**src/rtl/pipe_stage_reg_pkg.sv**
```systemverilog
// Shared definitions for the pipeline stage register.
//   stage_state_t : occupancy of the stage (EMPTY / ONE / TWO entries held)
//   INSTR_W, PC_W, DATA_W : field widths of the default payload
//     {instr, pc4, aluout, writedata}
package pipe_stage_reg_pkg;

  localparam int INSTR_W = 32;
  localparam int PC_W    = 32;
  localparam int DATA_W  = 32;

  // Default payload width: instr + pc4 + aluout + writedata
  localparam int PAYLOAD_W = INSTR_W + PC_W + 2 * DATA_W;

  typedef enum logic [1:0] {
    EMPTY = 2'd0,
    ONE   = 2'd1,
    TWO   = 2'd2
  } stage_state_t;

endpackage

```
**src/rtl/sat_counter.sv**
```systemverilog
// Saturating up-counter.
//   clk, reset : clock, asynchronous active-high reset
//   inc        : count up by one this cycle (ignored once saturated)
//   clr        : synchronous clear (wins over inc)
//   cnt        : current count, sticks at all-ones
module sat_counter #(
  parameter int CNT_W = 16
) (
  input  logic             clk,
  input  logic             reset,
  input  logic             inc,
  input  logic             clr,
  output logic [CNT_W-1:0] cnt
);

  always_ff @(posedge clk or posedge reset) begin
    if (reset)                  cnt <= '0;
    else if (clr)               cnt <= '0;
    else if (inc && cnt != '1)  cnt <= cnt + 1'b1;
  end

endmodule

```
**src/rtl/pipe_stage_reg.sv**
```systemverilog
// Two-entry skid-buffered pipeline stage register.
//   clk, reset          : clock, asynchronous active-high reset
//   flush               : squash everything held, next cycle the stage is empty
//   in_valid/in_data    : upstream offer
//   in_ready            : registered accept; low only while both entries are full
//   out_valid/out_data  : downstream payload, taken straight from the main register
//   out_ready           : downstream consume
//   stall_cnt           : saturating count of cycles the upstream was blocked
// The main register is kept at zero whenever it is not live so that an
// empty stage presents a nop downstream.
module pipe_stage_reg
  import pipe_stage_reg_pkg::*;
#(
  parameter int WIDTH = PAYLOAD_W,
  parameter int CNT_W = 16
) (
  input  logic             clk,
  input  logic             reset,
  input  logic             flush,
  input  logic             in_valid,
  input  logic [WIDTH-1:0] in_data,
  output logic             in_ready,
  output logic             out_valid,
  output logic [WIDTH-1:0] out_data,
  input  logic             out_ready,
  output logic [CNT_W-1:0] stall_cnt
);

  stage_state_t     state, state_nxt;
  logic [WIDTH-1:0] main_q, main_nxt;
  logic [WIDTH-1:0] skid_q, skid_nxt;
  logic             ready_nxt;
  logic             in_fire, out_fire;

  assign in_fire  = in_valid & in_ready;
  assign out_fire = out_valid & out_ready;

  assign out_valid = (state != EMPTY);
  assign out_data  = main_q;

  always_ff @(posedge clk or posedge reset) begin
    if (reset) begin
      state    <= EMPTY;
      main_q   <= '0;
      skid_q   <= '0;
      in_ready <= 1'b0;
    end else begin
      state    <= state_nxt;
      main_q   <= main_nxt;
      skid_q   <= skid_nxt;
      in_ready <= ready_nxt;
    end
  end

  always_comb begin
    state_nxt = state;
    main_nxt  = main_q;
    skid_nxt  = skid_q;
    if (flush) begin
      // flush beats any same-cycle transfer; an accepted input is dropped
      state_nxt = EMPTY;
      main_nxt  = '0;
      skid_nxt  = '0;
    end else begin
      unique case (state)
        EMPTY: begin
          if (in_fire) begin
            main_nxt  = in_data;
            state_nxt = ONE;
          end
        end
        ONE: begin
          if (in_fire && out_fire) begin
            main_nxt = in_data;
          end else if (in_fire) begin
            skid_nxt  = in_data;
            state_nxt = TWO;
          end else if (out_fire) begin
            main_nxt  = '0;
            state_nxt = EMPTY;
          end
        end
        TWO: begin
          // in_ready is low here, so only the drain side can move
          if (out_fire) begin
            main_nxt  = skid_q;
            skid_nxt  = '0;
            state_nxt = ONE;
          end
        end
        default: begin
          state_nxt = EMPTY;
          main_nxt  = '0;
          skid_nxt  = '0;
        end
      endcase
    end
    // registered ready derived from the next state: no out_ready -> in_ready path
    ready_nxt = (state_nxt != TWO);
  end

  sat_counter #(.CNT_W(CNT_W)) u_stall_cnt (
    .clk   (clk),
    .reset (reset),
    .inc   (in_valid & ~in_ready),
    .clr   (1'b0),
    .cnt   (stall_cnt)
  );

endmodule

```
**config.mk**
```make
export PLATFORM = sky130hd
export DESIGN_NAME = pipe_stage_reg
export DESIGN_NICKNAME = d
export VERILOG_FILES = /design/src/rtl/pipe_stage_reg_pkg.sv /design/src/rtl/sat_counter.sv /design/src/rtl/pipe_stage_reg.sv
export SDC_FILE = /design/constraint.sdc
export NUM_CORES = 1
export LEC_CHECK = 0
export CORE_ASPECT_RATIO = 2
export CORE_MARGIN = 4
export CORE_UTILIZATION = 45
export CTS_CLUSTER_DIAMETER = 120
export DETAILED_ROUTE_END_ITERATION = 10
export HOLD_SLACK_MARGIN = 0.06
export PLACE_DENSITY_LB_ADDON = 0.3
export SETUP_SLACK_MARGIN = 0.4
export SLEW_MARGIN = 40
export SYNTH_ARGS = -nofsm -noshare
export SYNTH_HDL_FRONTEND = slang
export SYNTH_SLANG_ARGS = --single-unit
export TNS_END_PERCENT = 5
```
**constraint.sdc**
```tcl
create_clock -name clk -period 11.75 [get_ports clk]
set_clock_uncertainty 0.15 [all_clocks]
set_input_delay 1.7625 -clock clk [delete_from_list [all_inputs] [get_ports clk]]
set_output_delay 1.7625 -clock clk [all_outputs]
set_load 0.01 [all_outputs]
```
==> results of run 1 <==
## power breakdown
part           internal, mW  switching, mW  leakage (nW)
clock network         0.442          0.356         0.392
registers              1.01         0.0468          3.73
logic                 0.180          0.192          2.92
total                  1.63          0.594          7.04
## state kept, by name, summed over array words and instances, names as in the netlist
| register | flops |
|---|---|
| out_data | 128 |
| skid_q | 128 |
| u_stall_cnt.cnt | 16 |
| state | 2 |
| in_ready | 1 |
## kinds of logic after synthesis
family | Yosys count | synth area share, %
muxes | 129 | 10.6
DFF | 275 | 56.5
AOI/OAI and AO/OA | 266 | 17.6
adders and majority gates | 1 | 0.103
buffers and inverters | 218 | 7.56
xor gates and xnor gates | 16 | 1.15
and+or+nand+nor | 179 | 6.46
## cell type report
cell class / instances / area, um^2
Fill cell: 2300 / 10800
Sequential cell: 275 / 6880
Multi-Input combinational cell: 591 / 4430
Timing Repair Buffer: 293 / 2960
Clock buffer: 38 / 754
Inverter: 132 / 508
Tap cell: 348 / 435
Clock inverter: 5 / 32.5
Antenna cell: 1 / 2.50
## metrics by stage
stage	hold WS (ns)	setup slack [ns]	std cells
detailed placement	0.324	7.12	1638
CTS	0.342	7.69	1681
floorplan	0.348	2.26	1084
finish	0.341	7.71	1683
global route	0.353	7.51	1683
global placement	0.320	7.18	1636
## worst register-to-register path, stage by stage (launching register included)
cell and delay, ns:
dfrtp_1 0.58, nor2_1 0.15, a32oi_1 0.25, or2_4 0.66, buf_4 0.78, o2bb2ai_1 0.27
## metal layers
layer  GRT usage, %  part of all wire, %
met1           27.2                   39
met3           2.86                  4.4
met4           8.71                  3.6
met5              0                    0
met2           38.5                   53
## worst max-delay path by stage
stage | from | end | slack, ns
3_3_place_gp | in_valid | out_data[100] | 7.18
3_5_place_dp | flush | skid_q[38] | 7.12
4_1_cts | flush | skid_q[38] | 7.69
6_report | flush | skid_q[38] | 7.71
5_1_grt | flush | skid_q[115] | 7.51
2_1_floorplan | reset | in_ready | 2.26
## cells in the final DEF, fill, tap and decap left out, types with 3 or more instances in the layout
master           Yosys  layout
o2bb2ai_1          128     128
mux2i_1            128     128
a22oi_1            128     128
buf_12               0       3
nand2_1            136     136
clkdlybuf4s50_1      0     278
clkbuf_1            32       5
clkbuf_16            0      25
clkbuf_8             0       9
buf_4               13       9
inv_1              132     131
nand2b_1             3       3
dfrtp_1            275     275
clkinv_2             0       3
nand3_1              6       6
nor2_1               7       7
nor4_1               5       5
a21oi_4              0       3
nor3_1               5       5
xor2_1              15      15
==> key figures, run 1 <==
CTS
  • Post-CTS sizing: 0
  • CTS Hold Buffers Added: 0
  • Worst-path clk slew: 0.07 ns
  • Setup bufs post-CTS: 0
  • Clock buffer count from CTS: 25
  • Sink Count: 275
  • CTS max path bufs: 3
  • CTS tree: built
  • Worst-skew pair later-pin latency: 0.52 ns
  • CTS Root Cell: clkbuf_16
  • H-tree Lvls: 1

Setup path
  • Reg-to-Reg End: out_data[115]
  • Max FO, Critical Path: 65
  • Max stage delay on crit path: 0.74 ns
  • Reg-to-reg startpoint: state[0]
  • Worst-path cell chain: clkdlybuf4s50_1, nor3b_2, buf_4, buf_4, nand2_1, mux2i_1
  • CP endpoint kind: flip-flop
  • Critical path class: in -> reg
  • R2R Setup Slk: 8.76 ns
  • Cell family with most CP delay: buffers and inverters
  • Crit path buf inv count: 3
  • Slowest cell on crit path: buf_4
  • Worst reg2reg path depth: 5
  • CP most frequent cell: buf_4
  • Worst endpoint required time: 12.03 ns
  • Arrival time at the worst endpoint: 4.33 ns
  • Crit path depth: 6
  • CP startpoint kind: primary input

Power and ir drop
  • VDD IR max: 108 uV
  • Pleak: 7.04 nW
  • Power Density: 139 nW/um^2
  • Total power draw: 2.23 mW

Yosys
  • Syn_area_per_cell: 11.2 um^2
  • Seq/Total Area, Yosys: 56.5%
  • Fraction of registers with async set or reset after synthesis: 100%
  • YS warnings: 0
  • Synthesized instance count: 1084
  • Synthesized Nets: 1218
  • Most common cell in the netlist: dfrtp_1
  • Post-synth EDFFs: 0
  • Prevailing post-synth register cell: dfrtp_1
  • Commonest cells in the netlist: dfrtp_1 (275), nand2_1 (136), inv_1 (132)
  • Seq cells post-synth: 275
  • Area leader, netlist: dfrtp_1
  • Post-Syn Area: 12200 um^2
  • Distinct cells, synth: 39
  • Area fraction of the dominant cell type after synthesis: 56.5%
  • Dominant cells by area after synthesis: dfrtp_1 (56%), mux2i_1 (11%), o2bb2ai_1 (9.2%), a22oi_1 (7.9%), nand2_1 (4.2%)

Floorplanning
  • DIE WIDTH: 124 um
  • Initial Util: 45.5%
  • Chip height: 241 um
  • Core area: 26800 um^2
  • I/O pins: 279
  • Die area: 29900 um^2
  • FP Rows: 85

Drt
  • DR iter-0 viols: 689
  • Final antenna-violating net count: 0
  • TritonRoute pass-1 iters: 5
  • Vias post-DR: 9393
  • Drt total wl: 33600 um
  • Routed len/inst: 20.0 um
  • Vias per cell: 5.58
  • DRC Markers: 0

STA
  • Worst slew pin tran: 0.834 ns
  • Final hold violations: 0
  • Peak Freq: 247 MHz
  • Min Clock Period, post-route: 4.04 ns
  • Setup TNS: 0 ns
  • Count of final setup violators: 0
  • Fin crit share: 34.4%
  • Max-slew violations: 0
  • Worst rel slew slack: 44.4%
  • RSZ-0062 raised after global routing: no

Global routing
  • Initial antenna violation count: 1
  • Total grt overflow: 0
  • All-Layer GR Usage: 21.8%
  • Largest net degree at the start of global routing: 123
  • Vias in the first global route: 9608
  • First-pass GRT wire length: 53300 um

Cells and area
  • Core Util, Final: 59.7%
  • Design area: 16000 um^2
  • Share of cells above drive strength 1: 5.02%
  • Layout net count: 1452
  • Layout area overhead: 31.4%

Placed design
  • Dpl cell area: 15200 um^2
  • Gpl congestion: 0.791
  • IO Port Bufs: 278
  • Post-DP HPWL: 21500 um

Worst hold path
  • Hold crit path type: reg -> reg
  • Hold_sp: out_data[116]
  • Worst Hold End: out_data[116]
  • Hold Path Cell Cnt: 1

Flow run
  • Max_cap viols: 0

Status
  • Status: finished, final reports clean
Note: power is estimated with default switching activity, not from simulation.
==> run 2, diff against run 1 <==
==> constraint.sdc (replaced) <==
create_clock -name clk -period 3.6 [get_ports clk]
set_clock_uncertainty 0.15 [all_clocks]
set_input_delay 0.54 -clock clk [delete_from_list [all_inputs] [get_ports clk]]
set_output_delay 0.54 -clock clk [all_outputs]
set_load 0.01 [all_outputs]
==> run 2 against run 1 <==
Against the previous run:
- design area is 1.4% higher
- clock power grew to 3.6 times the previous value
- via count is 0.42% lower
- flip-flop and latch count stayed put
- sequential power grew to 3.3 times the previous value
- power grew to 3.4 times the previous value
==> key figures, run 2 (synthesized netlist as in run 1, its figures left out) <==
CTS
  • CTS Hold Buffers Added: 0 (unchanged)
  • Setup bufs post-CTS: 0 (unchanged)
  • Worst-skew pair later-pin latency: 0.52 ns (about the same)
  • Sink Count: 275 (unchanged)
  • Post-CTS sizing: 0 (unchanged)
  • Clock buffer count from CTS: 25 (unchanged)
  • CTS Root Cell: clkbuf_16 (unchanged)
  • H-tree Lvls: 1 (unchanged)
  • Worst-path clk slew: 0.07 ns (about the same)
  • CTS max path bufs: 3 (unchanged)
  • CTS tree: built (unchanged)

Cells and area
  • Most frequent cells in the layout: clkdlybuf4s50_1 (278), dfrtp_1 (275), nand2_1 (136), inv_1 (131) (unchanged)
  • Design area: 16200 um^2 (was 16000 um^2)
  • Fillers: 2224 (was 2300)
  • Layout net count: 1455 (was 1452)
  • FF/Latch Area: 6880 um^2 (unchanged)
  • Share of cells above drive strength 1: 5.75% (was 5.02%)
  • Layout area overhead: 33.2% (was 31.4%)
  • Area occupied by multi-input gates: 4430 um^2 (unchanged)
  • Commonest non-fill, non-tap cell in the layout: clkdlybuf4s50_1 (unchanged)

Floorplanning
  • Chip height: 241 um (unchanged)
  • I/O pins: 279 (unchanged)
  • FP Rows: 85 (unchanged)
  • DIE WIDTH: 124 um (unchanged)
  • Core area: 26800 um^2 (unchanged)
  • Die area: 29900 um^2 (unchanged)
  • Initial Util: 45.5% (unchanged)

Drt
  • DR iter-0 viols: 605 (was 689)
  • Final antenna-violating net count: 0 (unchanged)
  • Drt total wl: 33900 um (was 33600 um)
  • Vias per cell: 5.54 (was 5.58)
  • TritonRoute pass-1 iters: 6 (was 5)
  • DRC Markers: 0 (unchanged)
  • Routed len/inst: 20.0 um (about the same)
  • Vias post-DR: 9354 (was 9393)

Setup path
  • CP endpoint kind: output pin (was flip-flop)
  • Crit path depth: 3 (was 6)
  • Worst-path cell chain: nor2_1, inv_1, clkdlybuf4s50_1 (was clkdlybuf4s50_1, nor3b_2, buf_4, buf_4, nand2_1, mux2i_1)
  • Cell family with most CP delay: buffers and inverters (unchanged)
  • Crit path from: state[0] (was flush)
  • Slowest cell on crit path: dfrtp_1 (was buf_4)
  • CP startpoint kind: flip-flop (was primary input)
  • Arrival time at the worst endpoint: 1.87 ns (was 4.33 ns)
  • R2R Setup Slk: 1.39 ns (was 8.76 ns)
  • Max FO, Critical Path: 10 (was 65)
  • Worst endpoint required time: 2.91 ns (was 12.03 ns)
  • Max stage delay on crit path: 0.58 ns (was 0.74 ns)
  • Worst reg2reg path depth: 5 (unchanged)
  • Reg-to-reg startpoint: u_stall_cnt.cnt[0] (was state[0])
  • Crit path buf inv count: 2 (was 3)
  • Critical path class: reg -> out (was in -> reg)
  • Reg-to-Reg End: u_stall_cnt.cnt[1] (was out_data[115])
  • Worst setup path endpoint: out_valid (was skid_q[38])

Placed design
  • IO Port Bufs: 278 (unchanged)
  • Gpl congestion: 0.784 (was 0.791)
  • Pre-CTS setup slack: 0.928 ns (was 7.12 ns)
  • Dpl cell area: 15300 um^2 (was 15200 um^2)
  • Post-DP HPWL: 21800 um (was 21500 um)

STA
  • RSZ-0062 raised after global routing: no (unchanged)
  • Peak Freq: 391 MHz
  • Max-slew violations: 0 (unchanged)
  • Count of final setup violators: 0 (unchanged)
  • Final hold violations: 0 (unchanged)
  • Min Clock Period, post-route: 2.56 ns
  • PnR worst setup slack: 1.04 ns (was 7.71 ns)
  • Worst slew pin tran: 0.674 ns (was 0.834 ns)
  • Fin crit share: 71.0%
  • Setup TNS: 0 ns (unchanged)
  • Worst rel slew slack: 55.1% (was 44.4%)

Global routing
  • Total grt overflow: 0 (unchanged)
  • All-Layer GR Usage: 22.0% (was 21.8%)
  • Initial antenna violation count: 2 (was 1)
  • Largest net degree at the start of global routing: 107 (was 123)
  • Vias in the first global route: 9603 (was 9608)
  • First-pass GRT wire length: 53600 um (was 53300 um)

Power and ir drop
  • Power Density: 466 nW/um^2 (was 139 nW/um^2)
  • Pleak: 7.13 nW (was 7.04 nW)
  • VDD IR max: 326 uV (was 108 uV)

Status
  • Status: finished, final reports clean (unchanged)

Worst hold path
  • Hold crit path type: in -> async (was reg -> reg)

Flow run
  • Max_cap viols: 0 (unchanged)
## run 2: cell count changes in the layout (fill, tap and decap cells not counted), sizes merged, moves of 4 or more
cell      delta
clkinv       +4
buf          +4
bufinv       +5
clkbuf      -11
clkinvlp     +4
## run 2: where the power goes
group,total (mW),internal (mW),switching (mW)
clock,2.89,1.70,1.19
sequential,3.45,3.29,0.153
combinational,1.23,0.605,0.621
## run 2: through the flow
stage	hold WS [ns]	util (%)	power, mW	cells
floorplan	0.348	-	4.08	1084
global placement	0.320	57.2	4.72	1642
detailed placement	0.323	57.2	4.74	1642
CTS	0.225	60.6	7.66	1687
global route	0.249	60.6	7.89	1689
finish	0.236	60.6	7.57	1689
## run 2: how the worst min path moves through the flow
stage	from	endpoint	slack (ns)	cells past startpoint
final	reset	skid_q[88]	0.24	2
after global routing	reset	skid_q[88]	0.25	2
after global placement	out_data[76]	out_data[76]	0.32	1
after detailed placement	out_data[31]	out_data[31]	0.32	1
after floorplan	skid_q[0]	skid_q[0]	0.35	2
after CTS	reset	skid_q[88]	0.23	2
## run 2: layout make-up
cell class	instances	area share, %
antenna	2	0.0308
clock buffer	28	4.11
clock inverter	17	1.41
inverter	132	3.08
multi-input combinational	591	27.3
sequential	275	42.4
tap	348	2.68
timing repair buffer	296	19.0
## run 2: routing by layer
| metal | part of all wire (%) | vias to the layer above | track usage, % |
|---|---|---|---|
| met1 | 38 | 4728 | 26.5 |
| met5 | 0 | - | 0 |
| met3 | 4.4 | 71 | 2.81 |
| li1 | - | 4266 | - |
| met2 | 53 | 289 | 38.8 |
| met4 | 4.8 | 0 | 11.3 |
## run 2: worst register-to-register path, delay by kind of cell (launching register included)
kind                       cells  cell delay [ns]
and+or+nand+nor                3             1.00
adders and majority gates      1             0.23
muxes                          1             0.31
DFF                            1             0.41
==> run 3, diff against run 2 <==
==> constraint.sdc (replaced) <==
create_clock -name clk -period 2.2 [get_ports clk]
set_clock_uncertainty 0.15 [all_clocks]
set_input_delay 0.33 -clock clk [delete_from_list [all_inputs] [get_ports clk]]
set_output_delay 0.33 -clock clk [all_outputs]
set_load 0.01 [all_outputs]
==> run 3 against run 2 <==
Against the previous run:
- critical path depth fell by 2
- flip-flop and latch count did not move
- sequential share of layout area fell by 2.1 points
- design area rose by 5.4%
- non-clock buffer count rose by 65
- sequential power rose by 63%
- count of clock-buffer cells in the layout rose by 4
- highest routed layer is now met5
- critical path type unchanged
==> key figures, run 3 (synthesized netlist as in run 1, its figures left out) <==
Power and ir drop
  • Clock power share: 36.7% (was 38.3%)
  • Sw power: 3.28 mW (was 1.97 mW)
  • Combinational share of power: 18.5% (was 16.2%)
  • VDD IR max: 479 uV (was 326 uV)
  • Pleak: 7.67 nW (was 7.13 nW)
  • Int Pwr: 9.29 mW (was 5.60 mW)
  • Seq pwr share: 44.8% (was 45.5%)
  • Power Density: 735 nW/um^2 (was 466 nW/um^2)
  • Sw frac: 26.1% (was 26.0%)

Drt
  • DRC Markers: 0 (unchanged)
  • TritonRoute pass-1 iters: 5 (was 6)
  • Vias post-DR: 9675 (was 9354)
  • Drt total wl: 35800 um (was 33900 um)
  • Routed len/inst: 20.4 um (was 20.0 um)
  • Final antenna-violating net count: 0 (unchanged)
  • DR iter-0 viols: 632 (was 605)
  • Vias per cell: 5.51 (was 5.54)

Setup path
  • Arrival time at the worst endpoint: 1.51 ns (was 1.87 ns)
  • Worst endpoint required time: 1.72 ns (was 2.91 ns)
  • Critical path class: reg -> out (unchanged)
  • Worst-path cell chain: clkdlybuf4s50_1 (was nor2_1, inv_1, clkdlybuf4s50_1)
  • CP startpoint kind: flip-flop (unchanged)
  • Crit path buf inv count: 1 (was 2)
  • Slowest cell on crit path: clkdlybuf4s50_1 (was dfrtp_1)
  • Cell family with most CP delay: buffers and inverters (unchanged)
  • Max stage delay on crit path: 0.57 ns (was 0.58 ns)
  • CP endpoint kind: output pin (unchanged)
  • Max FO, Critical Path: 2 (was 10)

Global routing
  • All-Layer GR Usage: 22.2% (was 22.0%)
  • Total grt overflow: 0 (unchanged)
  • Initial antenna violation count: 5 (was 2)
  • Largest net degree at the start of global routing: 68 (was 107)
  • First-pass GRT wire length: 54600 um (was 53600 um)
  • Vias in the first global route: 10000 (was 9603)

STA
  • RSZ-0062 raised after global routing: yes (was no)
  • PnR worst setup slack: 0.208 ns (was 1.04 ns)
  • Worst rel slew slack: 68.6% (was 55.1%)
  • Worst slew pin tran: 0.471 ns (was 0.674 ns)
  • Count of final setup violators: 0 (unchanged)
  • Fin crit share: 90.6%
  • Min Clock Period, post-route: 1.99 ns
  • Max-slew violations: 0 (unchanged)
  • Final hold violations: 0 (unchanged)
  • Final Hold Slack: 0.231 ns (was 0.236 ns)
  • Peak Freq: 502 MHz
  • Setup TNS: 0 ns (unchanged)

Floorplanning
  • Die area: 29900 um^2 (unchanged)
  • I/O pins: 279 (unchanged)
  • FP Rows: 85 (unchanged)
  • Initial Util: 45.5% (unchanged)
  • DIE WIDTH: 124 um (unchanged)
  • Core area: 26800 um^2 (unchanged)
  • Chip height: 241 um (unchanged)

Cells and area
  • Most frequent cells in the layout: dfrtp_1 (270), clkdlybuf4s50_1 (256), nand2_1 (135), inv_1 (131) (was clkdlybuf4s50_1 (278), dfrtp_1 (275), nand2_1 (136), inv_1 (131))
  • Layout net count: 1520 (was 1455)
  • Fillers: 2152 (was 2224)
  • Share of cells above drive strength 1: 10.5% (was 5.75%)
  • Layout area overhead: 40.4% (was 33.2%)
  • Design area: 17100 um^2 (was 16200 um^2)
  • Core Util, Final: 63.8% (was 60.6%)
  • Commonest non-fill, non-tap cell in the layout: dfrtp_1 (was clkdlybuf4s50_1)
  • FF/Latch Area: 6890 um^2 (was 6880 um^2)
  • Area occupied by multi-input gates: 4490 um^2 (was 4430 um^2)

Placed design
  • Gpl congestion: 0.791 (was 0.784)
  • Post-DP HPWL: 23200 um (was 21800 um)
  • Dpl cell area: 15800 um^2 (was 15300 um^2)
  • Pre-CTS setup slack: -0.0149 ns (was 0.928 ns)
  • IO Port Bufs: 278 (unchanged)

CTS
  • Clock buffer count from CTS: 25 (unchanged)
  • H-tree Lvls: 1 (unchanged)
  • Worst-path clk slew: 0.07 ns (about the same)
  • CTS max path bufs: 3 (unchanged)
  • CTS tree: built (unchanged)
  • Worst-skew pair later-pin latency: 0.52 ns (about the same)
  • Sink Count: 275 (unchanged)
  • CTS Root Cell: clkbuf_16 (unchanged)

Flow run
  • Max_cap viols: 0 (unchanged)

Worst hold path
  • Hold crit path type: in -> reg (was in -> async)

Status
  • Status: finished, final reports clean (unchanged)
## run 3: metal layers
| metal | share of wire, % | routed length (um) | track usage [%] |
|---|---|---|---|
| met4 | 5.5 | 1970 | 12.5 |
| met1 | 37 | 13300 | 26.3 |
| met2 | 53 | 18900 | 38.9 |
| met5 | 0.056 | 20 | 0 |
| met3 | 4.2 | 1520 | 3.19 |
## run 3: layout make-up
cell class                      instances  area share [%]
Sequential cell                       275            40.3
Tap cell                              348            2.55
Clock buffer                           32            4.04
Clock inverter                         12           0.965
Timing Repair Buffer                  361            23.0
Inverter                              132            2.92
Multi-Input combinational cell        591            26.3
Antenna cell                            4          0.0585
## run 3: path summary, 6_finish.rpt
check,slack (ns),end,startpoint,cells past startpoint
max,0.21,out_data[6],out_data[6],1
min,0.23,skid_q[98],in_data[98],3
max reg2reg,0.26,skid_q[54],state[0],6
min reg2reg,0.34,out_data[34],out_data[34],1
max in group asynchronous,0.69,skid_q[16],reset,4
min in group asynchronous,0.51,out_data[90],reset,3
## run 3: metrics by stage
stage	cells	power [mW]
floorplan	1084	6.67
global placement	1675	7.84
detailed placement	1675	7.88
CTS	1726	12.5
global route	1755	13.1
finish	1755	12.6
## run 3: timing repair
item / 4_1_cts / 5_1_grt
cloned: 0 / 9
gates resized for setup: 27 / 20
endpoints found under the setup margin: 415 / 399
setup buffers: 6 / 16
hold buffers: 1 / 0
pin swaps: 0 / 5
hold endpoints to repair: 1 / 0
## run 3: power groups by stage
stage	combinational (mW)	sequential, mW	clock (mW)
after global placement	2.12	5.72	0
after detailed placement	2.16	5.72	0
after global routing	2.50	5.66	4.91
final	2.32	5.63	4.61
after floorplan	0.917	5.76	0
after CTS	2.17	5.63	4.69
